==> config.mk <==
export PLATFORM = sky130hd
export DESIGN_NAME = cbus_arbiter
export DESIGN_NICKNAME = d
export VERILOG_FILES = /design/src/rtl/cbus_arbiter.sv
export SDC_FILE = /design/constraint.sdc
export NUM_CORES = 1
export LEC_CHECK = 0
export BUFFER_PORTS_ARGS = -buffer_cell sky130_fd_sc_hd__buf_2
export CAP_MARGIN = 40
export CORE_AREA = 2 2 127 129
export CTS_CLUSTER_SIZE = 25
export DETAILED_ROUTE_END_ITERATION = 6
export DIE_AREA = 0 0 129 131
export PLACE_DENSITY = 0.52
export RECOVER_POWER = 25
export SETUP_SLACK_MARGIN = 0.1
export SKIP_LAST_GASP = 1
export SLEW_MARGIN = 10
export SYNTH_ARGS = -nofsm -noshare
export SYNTH_HDL_FRONTEND = slang
export SYNTH_SLANG_ARGS = --single-unit
export TNS_END_PERCENT = 20
==> constraint.sdc <==
create_clock -name clk -period 1.6 [get_ports clk]
set_input_delay 0.48 -clock clk [delete_from_list [all_inputs] [get_ports clk]]
set_output_delay 0.48 -clock clk [all_outputs]
set_load 0.01 [all_outputs]
==> src/rtl/cbus_arbiter.sv <==
// Purpose: shares the single cbus memory port among N_REQ cache-side requesters
// (ICache, DCache, uncached). The grant is held until the final response beat.
// Latency: 1 cycle from a request seen in IDLE to oreq.valid. Responses pass
// through to the owner combinationally (0 cycles). There is a 1-cycle IDLE
// bubble after every last beat.
// Backpressure: the grant stays locked until iresp.ready && iresp.last.
// Losing requesters wait, and their oresps stay all-zero.
//
// Ports:
//   clk        clock, all state updates on the rising edge
//   reset      asynchronous, active-high reset
//   ireqs      per-requester cbus requests
//   oresps     per-requester cbus responses (non-owners get '0)
//   oreq       request forwarded to the memory side ('0 while idle)
//   iresp      response from the memory side (ready, last, data)
//   busy       high while a grant is held
//   grant_idx  index of the current or most recent owner

package cbus_pkg;
    typedef enum logic [1:0] {
        MLEN1  = 2'd0,
        MLEN2  = 2'd1,
        MLEN4  = 2'd2,
        MLEN16 = 2'd3
    } mlen_t;

    typedef struct packed {
        logic        valid;
        logic        is_write;
        logic [31:0] addr;
        logic [2:0]  size;
        mlen_t       len;
        logic [3:0]  wstrb;
        logic [31:0] data;
    } cbus_req_t;

    typedef struct packed {
        logic        ready;
        logic        last;
        logic [31:0] data;
    } cbus_resp_t;
endpackage

module cbus_arbiter #(
    parameter int N_REQ = 2,
    parameter bit RR    = 1'b1
) (
    input  logic                                clk,
    input  logic                                reset,
    input  cbus_pkg::cbus_req_t  [N_REQ-1:0]    ireqs,
    output cbus_pkg::cbus_resp_t [N_REQ-1:0]    oresps,
    output cbus_pkg::cbus_req_t                 oreq,
    input  cbus_pkg::cbus_resp_t                iresp,
    output logic                                busy,
    output logic [$clog2(N_REQ)-1:0]            grant_idx
);
    localparam int IW = $clog2(N_REQ);

    typedef enum logic {
        IDLE = 1'b0,
        BUSY = 1'b1
    } state_t;

    state_t         state, state_nx;
    logic [IW-1:0]  sel, sel_nx;
    logic [IW-1:0]  ptr, ptr_nx;
    logic [IW-1:0]  win;
    logic [IW:0]    scan_idx;
    logic [N_REQ-1:0] vld;
    logic           any_vld;

    always_comb begin
        vld = '0;
        for (int i = 0; i < N_REQ; i++) begin
            vld[i] = ireqs[i].valid;
        end
    end

    assign any_vld = |vld;

    // Winner scan. Walk from the far end back toward the start so that the
    // last hit is the first valid index in scan order. In round-robin mode
    // the scan starts at ptr and wraps modulo N_REQ. The sum is kept one bit
    // wider so that a non-power-of-2 N_REQ never yields an index >= N_REQ.
    always_comb begin
        win      = '0;
        scan_idx = '0;
        for (int k = N_REQ - 1; k >= 0; k--) begin
            scan_idx = (RR ? {1'b0, ptr} : '0) + (IW+1)'(k);
            if (scan_idx >= (IW+1)'(N_REQ)) begin
                scan_idx = scan_idx - (IW+1)'(N_REQ);
            end
            if (vld[scan_idx[IW-1:0]]) begin
                win = scan_idx[IW-1:0];
            end
        end
    end

    always_ff @(posedge clk or posedge reset) begin
        if (reset) begin
            state <= IDLE;
            sel   <= '0;
            ptr   <= '0;
        end else begin
            state <= state_nx;
            sel   <= sel_nx;
            ptr   <= ptr_nx;
        end
    end

    // Next-state logic. Completion is driven only by the last flag; beats are
    // not counted. A stray response seen in IDLE is ignored.
    always_comb begin
        state_nx = state;
        sel_nx   = sel;
        ptr_nx   = ptr;
        case (state)
            IDLE: begin
                if (any_vld) begin
                    sel_nx   = win;
                    state_nx = BUSY;
                end
            end
            BUSY: begin
                if (iresp.ready && iresp.last) begin
                    state_nx = IDLE;
                    if (RR) begin
                        ptr_nx = (sel == IW'(N_REQ - 1)) ? '0 : sel + IW'(1);
                    end
                end
            end
            default: state_nx = IDLE;
        endcase
    end

    // Output routing. The owner's request goes out as-is, including a
    // dropped valid: the transaction is never aborted early.
    always_comb begin
        oreq   = '0;
        oresps = '0;
        if (state == BUSY) begin
            oreq        = ireqs[sel];
            oresps[sel] = iresp;
        end
    end

    assign busy      = (state == BUSY);
    assign grant_idx = sel;

endmodule

==> run_results.csv <==
group,metric,value,unit
run_status,outcome,"complete, but fails checks",
run_status,violations,"setup timing",
worst_setup_path,worstPathArrival,1.48,ns
timing,fmax,512,MHz
timing,worst_clock_skew,0.000288,ns
global_route,groute.usage.overall,0.0969,
floorplan,die_area,16900,um^2
global_route,overflow,0,
finish,num_antenna_cells,0,
synth,async_reset_ff_frac,1.00,
global_route,grt_max_degree,61,
worst_setup_path,critPathMaxStageDelay,0.49,ns
floorplan,initial_core_util,0.131,
global_route,grt_pass1_vias,2834,
synth,postSynthCellCount,260,
finish,multi_input_area,1720,um^2
detailed_routing,first_iter_violations,24,
clock_network,cts_buffer_depth,2,
worst_setup_path,end_kind,"primary output",
placed_design,post-place-ws,-0.130,ns
detailed_routing,drt_wl_total,9.74,mm
finish,fill_cells,1729,
timing,hold_slack,0.124,ns
clock_network,numCtsBuffers,3,
power_and_ir_drop,peakVddDrop,0.450,mV
finish,drive_above_1_share,0.614,
synth,ys_seq_elements,3,
worst_setup_path,crit_type,"reg -> out",
worst_setup_path,cp_data_required_time,1.12,ns
synth,syn_nets,446,
floorplan,die_w,129,um
synth,synth_most_common_cell,"nor2b_1",
clock_network,clk_pin_slew_worst_paths,0.03,ns
synth,synth_top_area_share,0.368,
timing,slew_headroom,0.858,
synth,synth_common_cells,"nor2b_1 (77), mux2i_1 (75), and2_1 (34), and3_1 (34), clkbuf_1 (10)",
synth,synth_warnings,0,
floorplan,rows,46,
clock_network,clk_latency,0.22,ns
finish,register_area,80.1,um^2
placed_design,routabilityCongestion,0.796,
synth,ys_types,17,
worst_setup_path,crit_path_start_kind,"flop",
synth,syn_area,2040,um^2
detailed_routing,vias,3042,
worst_setup_path,cp_max_fo,34,
timing,layout_min_cycle_time,1.96,ns
clock_network,htree_levels,1,
detailed_routing,antenna_left,0,
power_and_ir_drop,p_total,3300,uW
worst_setup_path,crit_top_cell,"buf_12",
finish,final_area,4090,um^2
timing,hold_viol,0,
floorplan,num_io_pins,331,
clock_network,cts_tree,"done",
worst_setup_path,path_cells,"buf_12 -> nor2b_4 -> buf_12 -> and2_1 -> buf_2",
clock_network,cts_sinks,3,
timing,tns,-38.45,ns
placed_design,io_buffers,330,
detailed_routing,drcViolationCount,0,
global_route,grt_pass1_wl,13.2,mm
timing,finalMaxSlewViolations,0,
detailed_routing,wire_per_inst,12.1,um
finish,area_growth,101,%
finish,final_nets,778,
detailed_routing,vias_per_cell,3.77,
floorplan,core_area,15600,um^2
synth,ys_seq_area_frac,0.0368,
timing,worst_pin_slew,0.208,ns
synth,ys_top_cells_by_area,"mux2i_1 (37%), nor2b_1 (24%), and2_1 (10%)",
synth,synth_ff_type,"dfrtp_1",
timing,setup_ws,-0.355,ns
worst_setup_path,cp_slowest_cell,"dfrtp_4",
global_route,antenna_found_initial,0,
placed_design,place_area,3980,um^2
run,maxCapViolCount,0,
timing,finalSetupViolCount,144,
synth,synth_edf_count,0,
timing,fin_crit_sh,1.22,
synth,synth_area_per_cell,7.84,um^2
detailed_routing,drt_first_pass_iters,4,
clock_network,cts_root_buf,"clkbuf_16",
power_and_ir_drop,p_leak,0.00257,uW
worst_setup_path,r2r_cells,3,
timing,rsz0062_at_grt,"true",
synth,synth_area_leader_cell,"mux2i_1",
floorplan,dieHeight,131,um
placed_design,dpl.hpwl,8.41,mm
power_and_ir_drop,powerDensity,806,nW/um^2
hold_path,min_path_type,"in -> async",
path summary, 6_finish.rpt:
kind	from	end	slack, ns
worst max-delay path	grant_idx$_DFFE_PP0P_	oresps[8]	-0.36
worst min-delay path	reset	grant_idx$_DFFE_PP0P_	0.12
worst max register to register	grant_idx$_DFFE_PP0P_	grant_idx$_DFFE_PP0P_	0.53
worst min register to register	ptr$_DFFE_PP0P_	grant_idx$_DFFE_PP0P_	0.53
max in group asynchronous	reset	grant_idx$_DFFE_PP0P_	1.33
min in group clk	ptr$_DFFE_PP0P_	grant_idx$_DFFE_PP0P_	0.53
power by group:
part	total [uW]	internal, uW	switching [uW]
registers	118	97.9	19.9
logic	2790	1450	1340
clock network	393	328	64.8
critical path: cells and delay by family (launching register included):
family | cells | cell delay, ns
buffers and inverters | 3 | 0.46
flip-flops | 1 | 0.49
AND/OR/NAND/NOR | 2 | 0.30
metal layers:
metal  vias to the layer above  wire length (um)  GRT usage
met2                       200              5080      0.202
met4                         0               214     0.0230
met3                        14               960     0.0179
met5                         -                 0          0
met1                      1295              3480     0.0981
li1                       1533                 -          -
per-stage QoR:
stage          utilization  cells
6_report             0.262    807
5_1_grt              0.262    807
4_1_cts              0.262    805
3_5_place_dp         0.255    800
3_3_place_gp         0.255    800
2_1_floorplan            -    260
logic make-up (layout without fill, tap and decap cells):
kind of cell / Yosys count / in the layout / synth area share
buffers and inverters: 30 / 361 / 0.125
and+or+nand+nor: 148 / 148 / 0.456
AOI/OAI and AO/OA: 4 / 4 / 0.0147
muxes: 75 / 75 / 0.368
DFF: 3 / 3 / 0.0368
cells in the final DEF, fill, tap and decap left out:
cell	instances
buf_2	330
nor2b_1	77
mux2i_1	74
and3_1	34
and2_1	34
buf_4	18
buf_12	7
clkbuf_16	3
a31oi_1	2
a41oi_1	1
nor2b_4	1
mux2i_4	1
nor3_1	1
inv_1	1
nand2_1	1
a2bb2oi_1	1
dfrtp_2	1
clkbuf_1	1
dfrtp_4	1
buf_6	1
dfrtp_1	1
registers in the layout, indices dropped and copies added, names as in the netlist:
| signal | count |
|---|---|
| busy | 1 |
| grant_idx | 1 |
| ptr | 1 |
area by class of cell:
type | instances | share of cell area
inverters | 1 | 0.000917
well taps | 216 | 0.0660
repair buffers | 356 | 0.473
flip-flops and latches | 3 | 0.0196
multi-input cells | 227 | 0.421
clock buffers | 4 | 0.0193
repair_timing:
action | 4_1_cts | 5_1_grt
endpoints found under the setup margin | 145 | 145
gates resized for setup | 3 | 0
buffers inserted | 1 | 2
hold buffers | 0 | 0
Note: power is estimated with default switching activity, not from simulation.
